===== src/rtl/input_debouncer.sv =====
// Debounces a raw asynchronous level for the inverter stage.
// Two-flop synchronizer plus a stability FSM with edge strobes.
module input_debouncer #(
  parameter int STABLE_CYCLES = 16,
  parameter int CNT_W         = 5,
  parameter bit RESET_LEVEL   = 1'b0
) (
  input  logic clk,
  input  logic rst_n,
  input  logic x_raw,
  output logic x_db,
  output logic rise,
  output logic fall,
  output logic busy
);

  typedef enum logic [1:0] {
    ST_STABLE_LO,
    ST_WAIT_HI,
    ST_STABLE_HI,
    ST_WAIT_LO
  } state_t;

  localparam logic [CNT_W-1:0] C_LAST =
    CNT_W'(STABLE_CYCLES - 1);
  localparam logic [CNT_W-1:0] C_ONE  = CNT_W'(1);

  logic           r_s1;
  logic           r_s2;
  logic           r_x_db;
  logic           r_rise;
  logic           r_fall;
  logic           r_busy;
  logic [CNT_W-1:0] r_cnt;
  state_t         r_state;

  // Bring x_raw into the clk domain; only r_s2 is consumed.
  always_ff @(posedge clk) begin
    if (!rst_n) begin
      r_s1 <= RESET_LEVEL;
      r_s2 <= RESET_LEVEL;
    end else begin
      r_s1 <= x_raw;
      r_s2 <= r_s1;
    end
  end

  // Qualify level changes; accept after STABLE_CYCLES agreeing samples.
  always_ff @(posedge clk) begin
    if (!rst_n) begin
      r_x_db  <= RESET_LEVEL;
      r_cnt   <= '0;
      r_rise  <= 1'b0;
      r_fall  <= 1'b0;
      r_busy  <= 1'b0;
      r_state <= RESET_LEVEL ? ST_STABLE_HI
                             : ST_STABLE_LO;
    end else begin
      r_rise <= 1'b0;
      r_fall <= 1'b0;
      unique case (r_state)
        ST_STABLE_LO: begin
          if (r_s2) begin
            r_state <= ST_WAIT_HI;
            r_cnt   <= C_ONE;
            r_busy  <= 1'b1;
          end else begin
            r_cnt  <= '0;
            r_busy <= 1'b0;
          end
        end
        ST_WAIT_HI: begin
          if (!r_s2) begin
            r_state <= ST_STABLE_LO;
            r_cnt   <= '0;
            r_busy  <= 1'b0;
          end else if (r_cnt == C_LAST) begin
            r_state <= ST_STABLE_HI;
            r_x_db  <= 1'b1;
            r_rise  <= 1'b1;
            r_busy  <= 1'b0;
            r_cnt   <= '0;
          end else begin
            r_cnt <= r_cnt + C_ONE;
          end
        end
        ST_STABLE_HI: begin
          if (!r_s2) begin
            r_state <= ST_WAIT_LO;
            r_cnt   <= C_ONE;
            r_busy  <= 1'b1;
          end else begin
            r_cnt  <= '0;
            r_busy <= 1'b0;
          end
        end
        ST_WAIT_LO: begin
          if (r_s2) begin
            r_state <= ST_STABLE_HI;
            r_cnt   <= '0;
            r_busy  <= 1'b0;
          end else if (r_cnt == C_LAST) begin
            r_state <= ST_STABLE_LO;
            r_x_db  <= 1'b0;
            r_fall  <= 1'b1;
            r_busy  <= 1'b0;
            r_cnt   <= '0;
          end else begin
            r_cnt <= r_cnt + C_ONE;
          end
        end
        default: begin
          r_state <= ST_STABLE_LO;
          r_cnt   <= '0;
          r_busy  <= 1'b0;
        end
      endcase
    end
  end

  assign x_db = r_x_db;
  assign rise = r_rise;
  assign fall = r_fall;
  assign busy = r_busy;

endmodule


===== config.mk =====
export PLATFORM = sky130hd
export DESIGN_NAME = input_debouncer
export DESIGN_NICKNAME = d
export VERILOG_FILES = /design/src/rtl/input_debouncer.sv
export SDC_FILE = /design/constraint.sdc
export NUM_CORES = 1
export LEC_CHECK = 0
export CAP_MARGIN = 20
export CORE_AREA = 2 2 42 44
export DETAILED_ROUTE_END_ITERATION = 10
export DIE_AREA = 0 0 44 46
export PLACE_DENSITY_LB_ADDON = 0.12
export SYNTH_ARGS = -nofsm -noshare
export SYNTH_HDL_FRONTEND = slang
export SYNTH_SLANG_ARGS = --single-unit

===== constraint.sdc =====
create_clock -name clk -period 2.4 [get_ports clk]
set_input_delay 0.24 -clock clk [delete_from_list [all_inputs] [get_ports clk]]
set_output_delay 0.24 -clock clk [all_outputs]
set_load 0.02 [all_outputs]

## Yosys cells after proc, flatten, opt, wreduce, memory -nomap -nowiden

Cells that the tools add are included.

| word-level totals | value |
|---|---|
| bits in registers | 13 |
| word-level logic and storage cells | 54 |

| operators by class | value |
|---|---|
| $add $sub $neg | 1 |
| eq/ne operators | 12 |
| multiplexer cells | 25 |
| bitwise operators | 2 |
| reduce and logical (&&, ||, !) cells | 6 |

Operator list:

| operator | number |
|---|---|
| $pmux 5 s4 | 1 |
| $mux 5 | 3 |
| $mux 1 | 12 |
| $mux 2 | 6 |
| $ne 2x2->1 const B | 6 |
| $pmux 2 s4 | 1 |
| $ne 3x3->1 const B | 2 |
| $add 5x1->5 const B | 1 |
| $eq 5x4->1 const B | 1 |
| $reduce_and 5->1 | 1 |
| $eq 2x2->1 const B | 2 |
| $pmux 1 s4 | 1 |
| $reduce_and 4->1 | 1 |
| $reduce_and 3->1 | 1 |
| $reduce_or 3->1 | 1 |
| $eq 2x1->1 const B | 1 |
| $logic_not 2->1 | 1 |
| $not 1->1 | 2 |
| $pmux 1 s2 | 1 |
| $reduce_bool 2->1 | 1 |

## Logic depth before layout (Yosys ltp)

| depth | value |
|---|---|
| depth in word-level cells | 4 |
| mapped depth | 4 |
| mapped depth without buffers | 4 |

## Worst setup path after synthesis

OpenSTA, ideal clock, no wires.

| timing path | value |
|---|---|
| kind | register to register |
| start point | reg r_cnt[0] |
| end point | reg r_x_db (netlist: x_db) |
| setup time | 0.122 ns |
| arrival time | 1.092 ns |
| required time | 2.278 ns |
| setup slack | 1.186 ns |
| stages on the path, launching flop included | 4 |
| path buffers | 0 |
| clock period less this slack | 1.214 ns |
| cell sequence | dfxtp_1 -> ha_1 -> nand4b_4 -> a311o_1 |

| on the way | value |
|---|---|
| word-level cells in the longest chain between the ends | 3 |

RTL lines:

| what | line | source |
|---|---|---|
| from (decl) | 34 | `logic [CNT_W-1:0] r_cnt;` |
| from (signal assigned) | 84 | `r_cnt <= r_cnt + C_ONE;` |
| from (signal assigned) | 109 | `r_cnt <= r_cnt + C_ONE;` |
| $eq 5x4->1 (*) | 77, 102 |  |
| $ne 2x2->1 (no source line) | - |  |
| $reduce_and 5->1 (no source line) (*) | - |  |
| to (signal assigned) | 51 | `r_x_db <= RESET_LEVEL;` |
| to (signal assigned) | 79 | `r_x_db <= 1'b1;` |
| to (signal assigned) | 104 | `r_x_db <= 1'b0;` |
| to (decl) | 30 | `logic r_x_db;` |

Every way passes the cells marked *; elsewhere a longest branch is shown, timed or not.
A chain may end at the register's enable or synchronous reset.

## Final worst setup path

| timing path | value |
|---|---|
| start point | reg r_x_db (netlist: x_db) |
| end point | out x_db |

RTL lines:

| what | line | source |
|---|---|---|
| to (decl) | 11 | `output logic x_db,` |

No word-level cell between the ends.

==> impl_metrics.env <==
export IMPL_status="finished, final reports clean"
export IMPL_synth_xor_xnor_area_share=0.0343
export IMPL_tritoncts="yes"
export IMPL_ys_warn_count=0
export IMPL_peakVddDrop_uv=258
export IMPL_synth_area_um2=510
export IMPL_finalSetupViolCount=0
export IMPL_hold_path_class="register to register"
export IMPL_insertion_delay_ns=0.27
export IMPL_cts_resized=0
export IMPL_num_antenna_cells=0
export IMPL_rsz0062_at_grt="no"
export IMPL_gr_total_overflow=0
export IMPL_met2_usage=0.153
export IMPL_num_vias=358
export IMPL_fill_cells=169
export IMPL_die_y_um=46
export IMPL_io_buffers=6
export IMPL_crit_family="buffers and inverters"
export IMPL_p_leak_uw=0.000274
export IMPL_dpl_hpwl_um=605
export IMPL_grt_start_max_net_pins=8
export IMPL_start_util=0.316
export IMPL_synthMuxAreaShare=0
export IMPL_synth_top_family_by_area="simple AND/OR/NAND/NOR gates"
export IMPL_clockBufferDepth=2
export IMPL_synth_compound_area_frac=0.150
export IMPL_syn_avg_cell_area_um2=11.1
export IMPL_slew_viol_final=0
export IMPL_busiest_layer="met2"
export IMPL_worstPathMaxFanout=3
export IMPL_drt_initial_drc_count=6
export IMPL_routabilityCongestion=0.688
export IMPL_synthCells=46
export IMPL_detail_route_antenna_nets=0
export IMPL_fin_skew_ns=0.00258
export IMPL_cts_root_buf="clkbuf_4"
export IMPL_ctsHoldBuffers=0
export IMPL_synth_distinct_cells=24
export IMPL_post_route_util=0.383
export IMPL_critPathSlowestCell="clkdlybuf4s50_1"
export IMPL_first_global_vias=349
export IMPL_finalNetCount=61
export IMPL_fin_crit_ns=1.49
export IMPL_use_met3=0.0595
export IMPL_crit_path_cell_trace="clkdlybuf4s50_1"
export IMPL_antenna_found_initial=0
export IMPL_routed_wirelength_um=831
export IMPL_cp_start_kind="register"
export IMPL_ys_seq_area_frac=0.510
export IMPL_ios=7
export IMPL_numClockSinks=13
export IMPL_max_stage_delay_ns=0.61
export IMPL_die_w_um=44
export IMPL_fin_setup_tns_ns=0
export IMPL_arrival_ns=1.25
export IMPL_finalHoldViolCount=0
export IMPL_max_slew_margin_rel=0.839
export IMPL_fmax_ghz=0.673
export IMPL_use_met1=0.127
export IMPL_cap_viol_max_count=0
export IMPL_critPathBufInv=1
export IMPL_htreeDepth=1
export IMPL_cts_setup_buffers=0
export IMPL_ys_ff_latch=13
export IMPL_avgViaCountPerCell=4.90
export IMPL_grt_first_pass_wirelength_mm=1.48
export IMPL_synth_simple_area_share=0.267
export IMPL_syn_nets=50
export IMPL_fin_crit_sh=0.619
export IMPL_routedWlPerCell_um=11.4
export IMPL_p_per_area_nw_per_um2=589
export IMPL_cts_reportedPaths_clkPinSlew_ns=0.07
export IMPL_grtUsageTotal=0.104
export IMPL_area_delta_synth_final_pct=21.1
export IMPL_timing_hold_ws_ns=0.435
export IMPL_worst_pin_slew_ns=0.241
export IMPL_rows=15
export IMPL_synth_fa_ha_area_frac=0.0245
export IMPL_end_kind="output port"
export IMPL_drive_gt1_frac=0.161
export IMPL_drc=0
export IMPL_finalPower_uw=364
export IMPL_die_area_um2=2020
export IMPL_worstPathRequired_ns=2.16
export IMPL_numCtsBuffers=3
export IMPL_coreArea_um2=1610
export IMPL_drt_pass1_iterations=3
export IMPL_path_class="register to output port"
## sequential cells by signal, summed over array words and instances, names as in the netlist, named ones only
register and count:
r_state 1, r_s1 1, x_db 1, fall 1, r_s2 1, rise 1
r_cnt 5, busy 1
## worst paths after layout
kind,endpoint,depth (start not counted),startpoint,slack (ns)
worst min register to register,r_s2,1,r_s1,0.44
worst min-delay path,r_s2,1,r_s1,0.44
worst max register to register,x_db,3,r_cnt[0],1.07
worst max-delay path,x_db,1,x_db,0.91
## synthesized netlist by cell type
cell       n  area [um2]
a311o_1    1        10.0
o21ai_1    1        5.00
xnor2_1    2        17.5
nor3_4     1        16.3
nor2_1     2        7.51
nand2_1    1        3.75
or2b_1     1        7.51
nor3_2     1        10.0
dfxtp_1   13         260
and4b_1    1        10.0
a21oi_2    1        8.76
nand4b_4   1        23.8
a21bo_1    1        10.0
o311a_1    1        10.0
a21oi_1    2        10.0
nor3_1     1        5.00
nand2b_1   1        6.26
nand3_1    3        15.0
and3_1     3        18.8
inv_2      2        7.51
o21a_1     2        15.0
and2_1     2        12.5
a21boi_1   1        7.51
ha_1       1        12.5
## layer usage
metal  vias to the layer above  part of all wire
met5                         -                 0
met4                         0            0.0072
met3                         2             0.059
met2                        10              0.44
met1                       161              0.49
li1                        185                 -
## cell type report
| type | instances | area [um2] | area share |
|---|---|---|---|
| flip-flops and latches | 13 | 260 | 0.421 |
| inverters | 2 | 7.51 | 0.0121 |
| repair buffers | 6 | 60.1 | 0.0972 |
| well taps | 17 | 21.3 | 0.0344 |
| multi-input cells | 31 | 243 | 0.393 |
| clock buffers | 4 | 26.3 | 0.0425 |
## layout by cell type (no fill, tap or decap)
cell / Yosys / layout
nand2b_1: 1 / 1
nand2_1: 1 / 1
clkbuf_1: 0 / 1
or2b_1: 1 / 1
ha_1: 1 / 1
o21a_1: 2 / 2
clkdlybuf4s50_1: 0 / 6
a21bo_1: 1 / 1
nand3_1: 3 / 3
clkbuf_4: 0 / 3
a311o_1: 1 / 1
nand4b_4: 1 / 1
nor3_1: 1 / 1
o21ai_1: 1 / 1
a21boi_1: 1 / 1
nor2_1: 2 / 2
nor3_2: 1 / 1
a21oi_1: 2 / 2
and3_1: 3 / 3
and2_1: 2 / 2
inv_2: 2 / 2
nor3_4: 1 / 1
and4b_1: 1 / 1
dfxtp_1: 13 / 13
o311a_1: 1 / 1
a21oi_2: 1 / 1
xnor2_1: 2 / 2
## per-stage QoR
step / instance area (um2) / instances / setup slack, ns
finish: 618 / 73 / 0.914
global route: 618 / 73 / 0.846
CTS: 618 / 73 / 0.893
detailed placement: 592 / 69 / 0.903
global placement: 592 / 69 / 0.915
floorplan: 510 / 46 / 1.19
## cells by family after synthesis
kind of cell | count (synthesis)
buf+inv | 2
xor+xnor | 2
flops | 13
compound gates | 10
fa+ha+maj | 1
simple gates | 18
## where the power goes
| group | leakage, uW | internal [uW] | switching [uW] |
|---|---|---|---|
| sequential | 0.000105 | 218 | 1.97 |
| clock | 0.0000150 | 64.4 | 66.7 |
| combinational | 0.000154 | 6.82 | 5.56 |
No activity file was read; power rests on OpenSTA's default activity.
